--- config.mk ---
export PLATFORM = sky130hd
export DESIGN_NAME = window_coeff_scheduler_flat
export DESIGN_NICKNAME = d
export VERILOG_FILES = /design/src/rtl/window_coeff_scheduler_if.sv /design/src/rtl/window_coeff_scheduler.sv /design/src/flat_wrapper.sv
export SDC_FILE = /design/constraint.sdc
export NUM_CORES = 1
export LEC_CHECK = 0
export CAP_MARGIN = 20
export CELL_PAD_IN_SITES_DETAIL_PLACEMENT = 0
export CELL_PAD_IN_SITES_GLOBAL_PLACEMENT = 1
export CORE_MARGIN = 2
export CORE_UTILIZATION = 35
export DETAILED_ROUTE_END_ITERATION = 10
export PLACE_DENSITY_LB_ADDON = 0.08
export RECOVER_POWER = 25
export SLEW_MARGIN = 20
export SYNTH_ARGS = -nofsm -noshare
export SYNTH_HDL_FRONTEND = slang
export SYNTH_SLANG_ARGS = --single-unit
--- constraint.sdc ---
create_clock -name pclk -period 6.8 [get_ports pclk]
set_clock_uncertainty 0.15 [all_clocks]
set_input_delay 1.36 -clock pclk [delete_from_list [all_inputs] [get_ports pclk]]
set_output_delay 1.36 -clock pclk [all_outputs]
set_load 0.1 [all_outputs]
--- src/rtl/window_coeff_scheduler_if.sv ---
// rtl/window_coeff_scheduler_if.sv - coefficient table write bus and applied window outputs
interface window_coeff_scheduler_if;
  logic        cfg_we;
  logic [1:0]  cfg_addr;
  logic [47:0] cfg_wdata;
  logic        enable;
  logic [11:0] top;
  logic [11:0] left;
  logic [11:0] width;
  logic [11:0] height;
  logic [1:0]  cur_index;

  modport master (
    output cfg_we, cfg_addr, cfg_wdata,
    input  enable, top, left, width, height, cur_index
  );

  modport slave (
    input  cfg_we, cfg_addr, cfg_wdata,
    output enable, top, left, width, height, cur_index
  );
endinterface

--- src/rtl/window_coeff_scheduler.sv ---
// rtl/window_coeff_scheduler.sv - steps a pattern generator through a 4-entry window table at frame boundaries
module window_coeff_scheduler #(
  parameter int H_MAX = 1920,
  parameter int V_MAX = 1080
) (
  input  logic       pclk,
  input  logic       prst,
  input  logic       start,
  input  logic       stop,
  input  logic       vsync,
  input  logic [1:0] num_windows,
  input  logic [7:0] frames_per_window,
  output logic       busy,
  output logic       clamp_err,
  window_coeff_scheduler_if.slave bus
);

  typedef enum logic [2:0] {IDLE, ARM, LOAD, RUN, STOPPING} state_t;

  localparam logic [11:0] H12 = 12'(H_MAX);
  localparam logic [11:0] V12 = 12'(V_MAX);
  localparam logic [12:0] H13 = 13'(H_MAX);
  localparam logic [12:0] V13 = 13'(V_MAX);
  localparam logic [47:0] TAB_RST = {12'd0, 12'd0, H12, V12};

  state_t      state;
  logic [47:0] tab [4];
  logic        vsync_q;
  logic [7:0]  frame_cnt;

  logic        vs_rise;
  logic [47:0] entry;
  logic [11:0] e_top, e_left, e_width, e_height;
  logic [12:0] w_room, h_room;
  logic        entry_ok, w_clip, h_clip;
  logic [7:0]  fpw_last;
  logic [1:0]  next_index;

  assign vs_rise = vsync & ~vsync_q;

  // Entry is read combinationally so a same-cycle cfg write lands after LOAD has used the old value
  assign entry    = tab[bus.cur_index];
  assign e_top    = entry[47:36];
  assign e_left   = entry[35:24];
  assign e_width  = entry[23:12];
  assign e_height = entry[11:0];

  assign w_room   = H13 - {1'b0, e_left};
  assign h_room   = V13 - {1'b0, e_top};
  assign entry_ok = ({1'b0, e_left} < H13) && ({1'b0, e_top} < V13) &&
                    (e_width != 12'd0) && (e_height != 12'd0);
  assign w_clip   = {1'b0, e_width} > w_room;
  assign h_clip   = {1'b0, e_height} > h_room;

  assign fpw_last   = (frames_per_window == 8'd0) ? 8'd0 : frames_per_window - 8'd1;
  assign next_index = (bus.cur_index >= num_windows) ? 2'd0 : bus.cur_index + 2'd1;

  always_ff @(posedge pclk) begin
    if (prst) begin
      state         <= IDLE;
      bus.enable    <= 1'b0;
      bus.top       <= 12'd0;
      bus.left      <= 12'd0;
      bus.width     <= H12;
      bus.height    <= V12;
      bus.cur_index <= 2'd0;
      frame_cnt     <= 8'd0;
      busy          <= 1'b0;
      clamp_err     <= 1'b0;
      vsync_q       <= 1'b0;
      for (int i = 0; i < 4; i++) tab[i] <= TAB_RST;
    end else begin
      vsync_q   <= vsync;
      clamp_err <= 1'b0;
      if (bus.cfg_we) tab[bus.cfg_addr] <= bus.cfg_wdata;

      case (state)
        IDLE: begin
          if (start && !stop) begin
            state <= ARM;
            busy  <= 1'b1;
          end
        end
        ARM: begin
          if (stop)         state <= STOPPING;
          else if (vs_rise) state <= LOAD;
        end
        LOAD: begin
          if (stop) begin
            state <= STOPPING;
          end else begin
            // A rejected entry keeps the previous window on screen but the schedule moves on
            if (!entry_ok) begin
              clamp_err <= 1'b1;
            end else begin
              bus.top    <= e_top;
              bus.left   <= e_left;
              bus.width  <= w_clip ? w_room[11:0] : e_width;
              bus.height <= h_clip ? h_room[11:0] : e_height;
              clamp_err  <= w_clip | h_clip;
            end
            bus.enable <= 1'b1;
            frame_cnt  <= 8'd0;
            state      <= RUN;
          end
        end
        RUN: begin
          if (stop) begin
            state <= STOPPING;
          end else if (vs_rise) begin
            if (frame_cnt == fpw_last) begin
              bus.cur_index <= next_index;
              state         <= LOAD;
            end else begin
              frame_cnt <= frame_cnt + 8'd1;
            end
          end
        end
        STOPPING: begin
          if (vs_rise) begin
            state      <= IDLE;
            bus.enable <= 1'b0;
            busy       <= 1'b0;
          end
        end
        default: begin
          state <= IDLE;
          busy  <= 1'b0;
        end
      endcase
    end
  end

endmodule

--- src/flat_wrapper.sv ---
// flat-port wrapper written by rule: the top's interface ports become plain ports
module window_coeff_scheduler_flat 
#(
  parameter int H_MAX = 1920,
  parameter int V_MAX = 1080
)
  (pclk, prst, start, stop, vsync, num_windows, frames_per_window, busy, clamp_err, bus_cfg_we, bus_cfg_addr, bus_cfg_wdata, bus_enable, bus_top, bus_left, bus_width, bus_height, bus_cur_index);
  window_coeff_scheduler_if bus_i ();
  input  logic pclk;
  input  logic prst;
  input  logic start;
  input  logic stop;
  input  logic vsync;
  input  logic [1:0] num_windows;
  input  logic [7:0] frames_per_window;
  output logic busy;
  output logic clamp_err;
  input wire logic [$bits(bus_i.cfg_we)-1:0] bus_cfg_we;
  input wire logic [$bits(bus_i.cfg_addr)-1:0] bus_cfg_addr;
  input wire logic [$bits(bus_i.cfg_wdata)-1:0] bus_cfg_wdata;
  output wire logic [$bits(bus_i.enable)-1:0] bus_enable;
  output wire logic [$bits(bus_i.top)-1:0] bus_top;
  output wire logic [$bits(bus_i.left)-1:0] bus_left;
  output wire logic [$bits(bus_i.width)-1:0] bus_width;
  output wire logic [$bits(bus_i.height)-1:0] bus_height;
  output wire logic [$bits(bus_i.cur_index)-1:0] bus_cur_index;
  assign bus_i.cfg_we = bus_cfg_we;
  assign bus_i.cfg_addr = bus_cfg_addr;
  assign bus_i.cfg_wdata = bus_cfg_wdata;
  assign bus_enable = bus_i.enable;
  assign bus_top = bus_i.top;
  assign bus_left = bus_i.left;
  assign bus_width = bus_i.width;
  assign bus_height = bus_i.height;
  assign bus_cur_index = bus_i.cur_index;
  window_coeff_scheduler #(.H_MAX(H_MAX), .V_MAX(V_MAX)) u_core (.pclk(pclk), .prst(prst), .start(start), .stop(stop), .vsync(vsync), .num_windows(num_windows), .frames_per_window(frames_per_window), .busy(busy), .clamp_err(clamp_err), .bus(bus_i));
endmodule
==> impl_metrics.yaml <==
logic_synthesis:
  netlist_top_cells_area: "edfxtp_1 46%, dfxtp_1 11%, mux4_2 8.7%"
  synthCells: 1008
  synth_edf_count: 192
  ys_types: 62
  synth_nets: 1104
  ys_seq_elements: 259
  synthFlopType: "edfxtp_1"
  synth.most_common_cell: "edfxtp_1"
  synthesis.area_um2: 12430
  synthArstFlopShare_pct: 0
  synth_top_area_share_pct: 46.40
  synth_area_per_cell_um2: 12.33
  synth_area_leader_cell: "edfxtp_1"
  ys_seq_area_share_pct: 57.19
  yosys_warnings: 0
  yosys-top-cells-count: "192 x edfxtp_1, 165 x and2_1, 78 x nand2_1, 67 x dfxtp_1, 52 x nand2b_1"
worst_setup_path:
  worstRegToRegCells: 16
  cp_data_required_time_ps: 6960
  r2r_slack_ps: 1490
  rr_endpoint: "u_core.bus.height[8]"
  path_common_cell: "clkbuf_1"
  critical-path-max-stage-delay_ps: 2230
  worst_setup_path_end_kind: "flip-flop"
  start_kind: "primary input"
  slowest_stage: "clkbuf_1"
  path_cells: "clkbuf_1 -> clkbuf_1 -> nor2b_1 -> buf_4 -> and2_1"
  arrival_ps: 5690
  crit_type: "primary input to flip-flop"
  crit_fanout: 62
clock_network:
  tritoncts: "done"
  clock_sinks: 259
  cts.clk_slew.worst_paths_ps: 60
  ctsRootBufferMaster: "clkbuf_16"
  cts_buffers: 29
  ctsHoldBuffers: 0
  post_cts_buffers: 0
  htreeDepth: 1
  cts_resized: 0
  clkLatencyLatePin_ps: 560
  cts.path.max_buffers: 3
detailed_routing:
  vias_per_cell: 5.033
  routed_wirelength_mm: 32.30
  vias: 8038
  drt_first_pass_iters: 5
  post-route-drc-count: 0
  wl_per_cell_um: 20.22
  ant_nets: 0
  drt_iter0_drc: 492
layout:
  area_delta_synth_final_pct: 20.29
  stdcell_count: 1597
  finalInstanceArea_um2: 14950
  nets: 1210
  final_core_util_pct: 42.43
  drive_above_1_share_pct: 10.65
  n_antenna_cell: 0
min_path:
  min-delay-start: "u_core.bus.top[2]"
  min_path_cells: 2
  hp-class: "flip-flop to flip-flop"
  min_to: "u_core.bus.top[2]"
place:
  io_buffers: 118
  dp_hpwl_mm: 20.81
  gp_congestion: 0.8359
  dp.cells: 1544
  dpl_cell_area_um2: 14080
pwr:
  p_switching_uw: 868.5
  p_seq_share_pct: 49.6
  p_comb_share_pct: 9.7
  vdd_drop_max_uv: 179.1
  p_per_area_nw_per_um2: 244.7
  total_power_mw: 3.658
  switching_share_pct: 23.74
  leakagePower_nw: 5.073
  p_clk_share_pct: 40.7
  intPower_mw: 2.789
floorplan:
  start_util_pct: 35.28
  die_w_um: 192.4
  ios: 119
  core_um2: 35220
  dieArea_um2: 37030
  rows: 69
  die_h_um: 192.4
run_status:
  violations: "capacitance limit, slew limit"
  outcome: "finished with violations"
global_routing:
  grt_pass1_vias: 8163
  antenna_found_initial: 0
  overflow: 0
  grt_pass1_wl_mm: 49.36
  track_usage_pct: 17.61
  grt_max_degree: 63
sta:
  worst_pin_slew_ps: 3155
  maxSlewHeadroom_pct: -110.3
  maxSlewViolCount: 210
  fmax_mhz: 180.6
  rsz0062_at_grt: "false"
  period_share_pct: 81.41
  min_period_ps: 5536
  finalSetupViolations: 0
  finalHoldViolations: 0
  tns_ps: 0
run:
  drv_cap: 4
==> layout by cell type, fill, tap and decap left out, types with 16 or more instances in the layout <==
master             n
clkbuf_16         30
edfxtp_1         192
a21oi_1           50
inv_1             21
nand2b_1          52
ha_1              30
nand3_1           16
nor2_1            47
nand2_1           78
and2_0            24
clkdlybuf4s50_1  117
dfxtp_1           65
mux4_2            48
and2_1           141
==> power groups by stage <==
stage / Sequential, mW / Clock [mW] / Combinational (mW)
final: 1.81 / 1.49 / 0.355
after global routing: 1.82 / 1.58 / 0.393
after CTS: 1.81 / 1.53 / 0.360
after detailed placement: 1.85 / 0 / 0.359
after global placement: 1.84 / 0 / 0.361
after floorplan: 1.84 / 0 / 0.212
==> worst max path at each step <==
stage	endpoint	from	slack [ps]
finish	u_core.tab[3][8]	prst	1260
detailed placement	u_core.bus.height[9]	flip-flop	1500
global route	u_core.tab[3][8]	prst	930
CTS	u_core.bus.height[9]	flip-flop	1500
global placement	u_core.bus.height[9]	flip-flop	1600
floorplan	u_core.bus.height[5]	flip-flop	2090
==> registers in the layout (all words and copies together), names as in the netlist, named ones only <==
register / cells
u_core.bus.width: 12
u_core.clamp_err: 1
u_core.state: 3
u_core.busy: 1
u_core.bus.cur_index: 2
u_core.tab: 192
u_core.bus.top: 12
u_core.frame_cnt: 8
u_core.vsync_q: 1
u_core.bus.left: 12
u_core.bus.height: 12
u_core.bus.enable: 1
==> kinds of logic after synthesis <==
group           share of synthesized area [%]
fa+ha+maj                               3.021
xor+xnor                                1.480
buf+inv                                 2.527
flops                                   57.19
mux                                     9.506
compound gates                          6.414
simple gates                            19.86
==> critical path: cells and delay by family <==
family                 cells  cell delay (ps)
buffers and inverters      3             2910
and+or+nand+nor            2             1360
==> metrics by stage <==
stage          hold slack, ps  setup WS (ps)
2_1_floorplan           305.1           2086
3_3_place_gp            292.0           1596
3_5_place_dp            297.6           1499
4_1_cts                 306.3           1497
5_1_grt                 320.8          926.7
6_report                303.1           1264
==> layer usage <==
layer  share of wire, %  vias to the layer above  global-route usage, %
met1                 49                     3954                  25.65
met3                3.8                       35                  2.291
li1                   -                     3894                      -
met2                 46                      155                  28.31
met5                  0                        -                      0
met4                1.4                        0                  3.376
==> area by class of cell <==
cell class	instances	area, um2
Tap cell	461	576.8
Fill cell	3351	20280
Timing Repair Buffer	130	1254
Clock buffer	42	840.8
Sequential cell	259	7112
Multi-Input combinational cell	673	5026
Clock inverter	11	58.81
Inverter	21	78.83
No activity file was read; power rests on OpenSTA's default activity.
